<file path="src/rtl/ov2640_sccb_writer.sv">
// ov2640_sccb_writer
//   Walks the OV2640 register table and writes each {reg, val} entry to the
//   camera as a 3-phase SCCB write: DEV_ADDR, reg, val. It rewinds the table
//   on start, steps it after every write and stops when the table reports
//   finished. ACK slots are driven released and are not sampled.
//
//   Optional build macro: OV2640_SOFT_RESET_DELAY_EN
//     When defined, a write to COM7 (reg 8'h12) with val[7]=1 (soft reset) is
//     followed by a 1 ms hold (CLK_FREQ_HZ/1000 clocks) before the table is
//     stepped. This gives the sensor time to come back out of reset.
//
// Ports
//   clk       system clock
//   rst       asynchronous active-high reset
//   start     pulse: (re)start the full configuration (ignored while busy)
//   command   {reg[15:8], val[7:0]} from the table
//   finished  table end flag, sampled only when a new entry is checked
//   resend    one-clock pulse: rewind the table
//   advance   one-clock pulse: step the table
//   sioc      SCCB clock, push-pull
//   siod_oe   1 = pull SIOD low, 0 = release to the external pull-up
//   busy      configuration in progress
//   done      table exhausted, held until the next start
//   wr_count  commands written since start, saturating at 511
module ov2640_sccb_writer #(
    parameter int          CLK_FREQ_HZ  = 27000000,
    parameter int          SCCB_FREQ_HZ = 100000,
    parameter logic [7:0]  DEV_ADDR     = 8'h60,
    parameter int          QTR_DIV      = ((CLK_FREQ_HZ / (4 * SCCB_FREQ_HZ)) < 1) ? 1 :
                                          (CLK_FREQ_HZ / (4 * SCCB_FREQ_HZ))
) (
    input  logic        clk,
    input  logic        rst,
    input  logic        start,
    input  logic [15:0] command,
    input  logic        finished,
    output logic        resend,
    output logic        advance,
    output logic        sioc,
    output logic        siod_oe,
    output logic        busy,
    output logic        done,
    output logic [8:0]  wr_count
);

    localparam int QW = (QTR_DIV > 1) ? $clog2(QTR_DIV) : 1;

    localparam logic [3:0] S_IDLE    = 4'd0;
    localparam logic [3:0] S_REWIND  = 4'd1;
    localparam logic [3:0] S_SETTLE  = 4'd2;
    localparam logic [3:0] S_CHECK   = 4'd3;
    localparam logic [3:0] S_START   = 4'd4;
    localparam logic [3:0] S_BITS    = 4'd5;
    localparam logic [3:0] S_STOP    = 4'd6;
    localparam logic [3:0] S_GAP     = 4'd7;
    localparam logic [3:0] S_ADVANCE = 4'd8;
    localparam logic [3:0] S_DONE    = 4'd9;
`ifdef OV2640_SOFT_RESET_DELAY_EN
    localparam logic [3:0] S_DELAY   = 4'd10;
    localparam int DLY_CLKS = ((CLK_FREQ_HZ / 1000) < 1) ? 1 : (CLK_FREQ_HZ / 1000);
    localparam int DW       = $clog2(DLY_CLKS + 1);
`endif

    logic [3:0]    state, state_nxt;
    logic [QW-1:0] qcnt;
    logic [1:0]    qtr;
    logic [1:0]    settle_cnt;
    logic [4:0]    bit_idx;     // 0..26 across the three bytes
    logic [3:0]    slot;        // 0..8 within a byte, 8 = ACK slot
    logic [23:0]   shreg;       // MSB is the bit currently on the wire
    logic          qtick, last_q;
    logic          sioc_nxt, oe_nxt;
`ifdef OV2640_SOFT_RESET_DELAY_EN
    logic          is_com7_rst;
    logic [DW-1:0] dly_cnt;
`endif

    assign qtick  = (qcnt == QW'(QTR_DIV - 1));
    assign last_q = qtick && (qtr == 2'd3);

    assign resend  = (state == S_REWIND);
    assign advance = (state == S_ADVANCE);
    assign done    = (state == S_DONE);
    assign busy    = (state != S_IDLE) && (state != S_DONE);

    always_comb begin
        state_nxt = state;
        case (state)
            S_IDLE, S_DONE: if (start) state_nxt = S_REWIND;
            S_REWIND:       state_nxt = S_SETTLE;
            // table output is registered twice; three clocks covers it
            S_SETTLE:       if (settle_cnt == 2'd2) state_nxt = S_CHECK;
            S_CHECK:        state_nxt = finished ? S_DONE : S_START;
            S_START:        if (last_q) state_nxt = S_BITS;
            S_BITS:         if (last_q && bit_idx == 5'd26) state_nxt = S_STOP;
            S_STOP:         if (last_q) state_nxt = S_GAP;
`ifdef OV2640_SOFT_RESET_DELAY_EN
            S_GAP:          if (last_q) state_nxt = is_com7_rst ? S_DELAY : S_ADVANCE;
            S_DELAY:        if (dly_cnt == DW'(DLY_CLKS - 1)) state_nxt = S_ADVANCE;
`else
            S_GAP:          if (last_q) state_nxt = S_ADVANCE;
`endif
            S_ADVANCE:      state_nxt = S_SETTLE;
            default:        state_nxt = S_IDLE;
        endcase
    end

    // Line levels for the current quarter; registered below so the pins
    // never see decode glitches.
    always_comb begin
        sioc_nxt = 1'b1;
        oe_nxt   = 1'b0;
        case (state)
            S_START: begin
                sioc_nxt = (qtr != 2'd3);
                oe_nxt   = qtr[1];
            end
            S_BITS: begin
                sioc_nxt = qtr[1];
                oe_nxt   = (slot != 4'd8) && !shreg[23];
            end
            S_STOP: begin
                sioc_nxt = (qtr != 2'd0);
                oe_nxt   = !qtr[1];
            end
            default: ;
        endcase
    end

    always_ff @(posedge clk or posedge rst) begin
        if (rst) begin
            state      <= S_IDLE;
            qcnt       <= '0;
            qtr        <= '0;
            settle_cnt <= '0;
            bit_idx    <= '0;
            slot       <= '0;
            shreg      <= '0;
            wr_count   <= '0;
            sioc       <= 1'b1;
            siod_oe    <= 1'b0;
`ifdef OV2640_SOFT_RESET_DELAY_EN
            is_com7_rst <= 1'b0;
            dly_cnt     <= '0;
`endif
        end else begin
            state   <= state_nxt;
            sioc    <= sioc_nxt;
            siod_oe <= oe_nxt;

            // quarter timing restarts on every state change
            if (state_nxt != state) begin
                qcnt <= '0;
                qtr  <= '0;
            end else if (qtick) begin
                qcnt <= '0;
                qtr  <= qtr + 2'd1;
            end else begin
                qcnt <= qcnt + QW'(1);
            end

            case (state)
                S_IDLE, S_DONE: if (start) wr_count <= '0;
                S_REWIND:  settle_cnt <= '0;
                S_SETTLE:  settle_cnt <= settle_cnt + 2'd1;
                S_CHECK: begin
                    shreg   <= {DEV_ADDR, command};
                    bit_idx <= '0;
                    slot    <= '0;
`ifdef OV2640_SOFT_RESET_DELAY_EN
                    is_com7_rst <= (command[15:8] == 8'h12) && command[7];
`endif
                end
                S_BITS: if (last_q) begin
                    bit_idx <= bit_idx + 5'd1;
                    if (slot == 4'd8) begin
                        slot <= '0;
                    end else begin
                        slot  <= slot + 4'd1;
                        shreg <= {shreg[22:0], 1'b0};
                    end
                end
`ifdef OV2640_SOFT_RESET_DELAY_EN
                S_GAP:   dly_cnt <= '0;
                S_DELAY: dly_cnt <= dly_cnt + DW'(1);
`endif
                S_ADVANCE: begin
                    settle_cnt <= '0;
                    if (wr_count != 9'h1FF) wr_count <= wr_count + 9'd1;
                end
                default: ;
            endcase
        end
    end

endmodule

</file>
<file path="config.mk">
export PLATFORM = sky130hd
export DESIGN_NAME = ov2640_sccb_writer
export DESIGN_NICKNAME = d
export VERILOG_FILES = /design/src/rtl/ov2640_sccb_writer.sv
export SDC_FILE = /design/constraint.sdc
export NUM_CORES = 1
export LEC_CHECK = 0
export BUFFER_PORTS_ARGS = -buffer_cell sky130_fd_sc_hd__buf_4
export CAP_MARGIN = 30
export CORE_MARGIN = 2
export CORE_UTILIZATION = 60
export CTS_CLUSTER_DIAMETER = 60
export DETAILED_ROUTE_END_ITERATION = 7
export GPL_ROUTABILITY_DRIVEN = 0
export HOLD_SLACK_MARGIN = 0.15
export PLACE_DENSITY = 0.9
export SLEW_MARGIN = 30
export SYNTH_ARGS = -nofsm -noshare
export SYNTH_HDL_FRONTEND = slang
export SYNTH_SLANG_ARGS = --single-unit
</file>
<file path="constraint.sdc">
create_clock -name clk -period 4.8 [get_ports clk]
set_input_delay 0.72 -clock clk [delete_from_list [all_inputs] [get_ports clk]]
set_output_delay 0.72 -clock clk [all_outputs]
set_load 0.1 [all_outputs]
</file>
==> impl_results.md <==
* Layout Cells excl Fill at 449
* Req. time, crit path at 4.08 ns
* Commonest non-fill, non-tap cell in the layout: dfrtp_1
* Area delta synth->final at 13.46%
* Post-route setup slack at 2.162 ns
* Final clock skew at between 0.006 and 0.007 ns
* Area of the die at 5914 µm²
* Top cells by area, synth: dfrtp_1 (46%), nand2_1 (6.4%), ha_1 (4.3%)
* DR pass1 iterations at 4
* Total gr overflow at 0
* Final hold vios at 0
* Max_cap viols at 0
* Power per cell area at 511.4 nW/µm²
* Root Buffer: clkbuf_8
* Mapped Cells at 347
* Gates resized, CTS repair at 0
* Dpl cells at 435
* Final Setup Violations at 0
* Crit path launch: state[1]$_DFF_PP0_
* Worst path top cell family by delay: simple AND/OR/NAND/NOR gates
* Final setup TNS at 0 ns
* Startpoint Class: flip-flop
* Final ANT Viol Nets at 0
* FF-to-FF path depth at 6
* Area share of the largest cell type after synthesis at 45.51%
* Asr flop ratio synth at 100.0%
* Vias/cell at 5.733
* Fin crit period at 2.638 ns
* Syn avg cell area at 9.191 µm²
* Syn Nets at 378
* Most Frequent Cell on Critical Path: nor2_1
* CTS Buf Count at 9
* Critical path class: flip-flop to output pin
* CP max stage cell: dfrtp_1
* Longest Clk Path Bufs at 2
* Post-synth EDFFs at 0
* Postcts setup bufs at 0
* Initial antenna violation count at 0
* R2r startpoint: state[0]$_DFF_PP0_
* Mean routed wirelength per cell at 14.23 µm
* CTS HTree Levels at 3
* Post-layout util at 70.85%
* Buf/Inv on CP at 1
* CTS hold repair buffers at 0
* Max Slew Vio Count at 0
* RSZ-0062 raised after global routing: false
* Final WL at 6391 µm
* CP Depth at 4
* FMAX at ~380 MHz
* Area leader, netlist: dfrtp_1
* Final net count at 407
* Share of post-route cells with drive strength above 1 at around a fifth
* Antenna Cells at 0
* CP Capture Type: output pin
* # rows at 26
* Seq cells post-synth at 59
* Period utilisation layout at 54.95%
* CP endpoint: advance
* GR Util All Layers at 23.80%
* Rel. slew slack at between 50 and 60%
* I/O pins at 35
* DPL Wire Length at 4321 µm
* Crit path cell chain: nor2_1 > nand2_1 > nor2_1 > buf_4
* Seq/Total Area, Yosys at between 40 and 50%
* Type of the worst min-delay path: flip-flop to flip-flop
* Crit Path Max Fanout at 17
* CP Data Arrival Time at 1.92 ns
* Worst-Skew Late Latency at 0.33 ns
* Mapped cell area at roughly 3200 µm²
* First-pass GRT wire length at around 11,000 µm
* Core area at roughly 5100 µm²
* Synth unique cells at 53
* Starting DRT DRC Count at 251
* Setup WS pre-CTS at 2.180 ns
* Status: complete, no violations
* Die X at 76.91 µm
* Slew @ Worst Pin at 0.7425 ns
* Peak supply drop at roughly 370 µV
* # clock sinks at 59
* FILL cells at 399
* Vias in the first global route at 2,418
* Leakage Power at ~1.6 nW
* Hold Crit Start: shreg[23]$_DFFE_PP0P_
* Total DRC errors in the routed layout at 0
* Register-to-Register Setup Slack at 2.40 ns
* Die Height at 76.91 µm
* Clock transition at path regs at 0.07 ns
* Reg-to-Reg End: shreg[18]$_DFFE_PP0P_
* Critical Path Max Stage Delay at 0.56 ns
* CTS tree: yes
* Commonest cells after routing, fill and taps aside: dfrtp_1 (58), nand2_1 (54), nor2_1 (36), buf_4 (36), o21ai_0 (21)
* Via count at between 2,000 and 3,000
* Largest net degree at the start of global routing at 60
* Synth Warn # at 0
* Most used flip-flop cell after synthesis: dfrtp_1
* Number of I/O port buffers at 34
* Starting Density at 62.44%
==> registers in the layout (all words and copies together), names as in the netlist <==
| name | flops |
|---|---|
| bit_idx | 5 |
| settle_cnt | 2 |
| wr_count | 9 |
| sioc | 1 |
| qtr | 2 |
| state | 4 |
| slot | 4 |
| qcnt | 7 |
| siod_oe | 1 |
| shreg | 24 |
==> per-stage QoR <==
step | cell area (µm²) | hold WS (ns) | total power, mW
3_3_place_gp | 3447 | 0.4643 | 1.434
4_1_cts | 3613 | 0.4873 | 1.856
5_1_grt | 3618 | 0.5124 | 1.977
6_report | 3618 | 0.4831 | 1.850
2_1_floorplan | 3189 | 0.4259 | 1.341
3_5_place_dp | 3447 | 0.4755 | 1.461
==> how the worst min path moves through the flow <==
stage / end / depth (start not counted) / slack, ns
5_1_grt: slot[3]$_DFFE_PP0P_ / 1 / 0.51
2_1_floorplan: siod_oe$_DFF_PP0_ / 1 / 0.43
4_1_cts: siod_oe$_DFF_PP0_ / 1 / 0.49
3_3_place_gp: slot[3]$_DFFE_PP0P_ / 1 / 0.46
3_5_place_dp: siod_oe$_DFF_PP0_ / 1 / 0.48
6_report: siod_oe$_DFF_PP0_ / 1 / 0.48
==> Yosys cell counts, types with 2 or more instances <==
library cell and count:
a32oi_1 2, nand3b_1 2, nand4bb_1 2, o21ai_0 21, mux2i_1 3, and4bb_2 2
o2bb2ai_1 2, clkbuf_1 6, nor4_1 3, and3_1 3, nand2b_1 6, nand4_1 3
dfrtp_1 58, a21oi_1 5, and4b_1 2, a31oi_1 16, o21ai_1 2, ha_1 11
nand3_1 19, a21oi_2 10, nor2b_1 3, inv_1 20, or2_2 2, xnor2_1 9
buf_2 8, nand2_1 54, o211ai_2 2, or3_1 2, a22o_1 2, xor2_1 7
nor2_1 36, buf_6 3
==> worst reg2reg max path, stage by stage (launching register included) <==
cell and delay (ns):
dfrtp_1 0.66, and4bb_2 0.64, o21ai_1 0.22, o21ai_2 0.16, buf_4 0.37, nand3_1 0.15
o21ai_0 0.11
==> power breakdown <==
part,internal [mW],leakage [nW],switching (mW),total [mW]
clock network,0.207,0.0908,0.185,0.392
registers,0.608,0.747,0.118,0.726
logic,0.231,0.803,0.502,0.733
==> per-layer routing <==
metal / share of wire [%] / global-route usage, %
met5: 0 / 0
met2: 48 / 36.49
met4: 2.0 / 11.64
met1: 46 / 32.71
met3: 4.1 / 4.353
==> layout make-up <==
cell class	instances	area, µm²	share of cell area, %
inverter	20	75.07	2.075
sequential	59	1478	40.84
clock buffer	11	151.4	4.184
timing repair buffer	36	270.3	7.469
clock inverter	3	15.01	0.4149
multi-input combinational	250	1541	42.60
tap	70	87.58	2.420
==> kinds of logic after synthesis <==
family / count (synthesis) / synth area share (%)
xor gates and xnor gates: 16 / 4.394
AOI/OAI and AO/OA: 71 / 14.99
adders and majority gates: 11 / 4.315
and+or+nand+nor: 148 / 23.07
DFF: 59 / 46.33
muxes: 4 / 1.295
buffers and inverters: 38 / 5.610
Power figures use the tool's default switching activity.
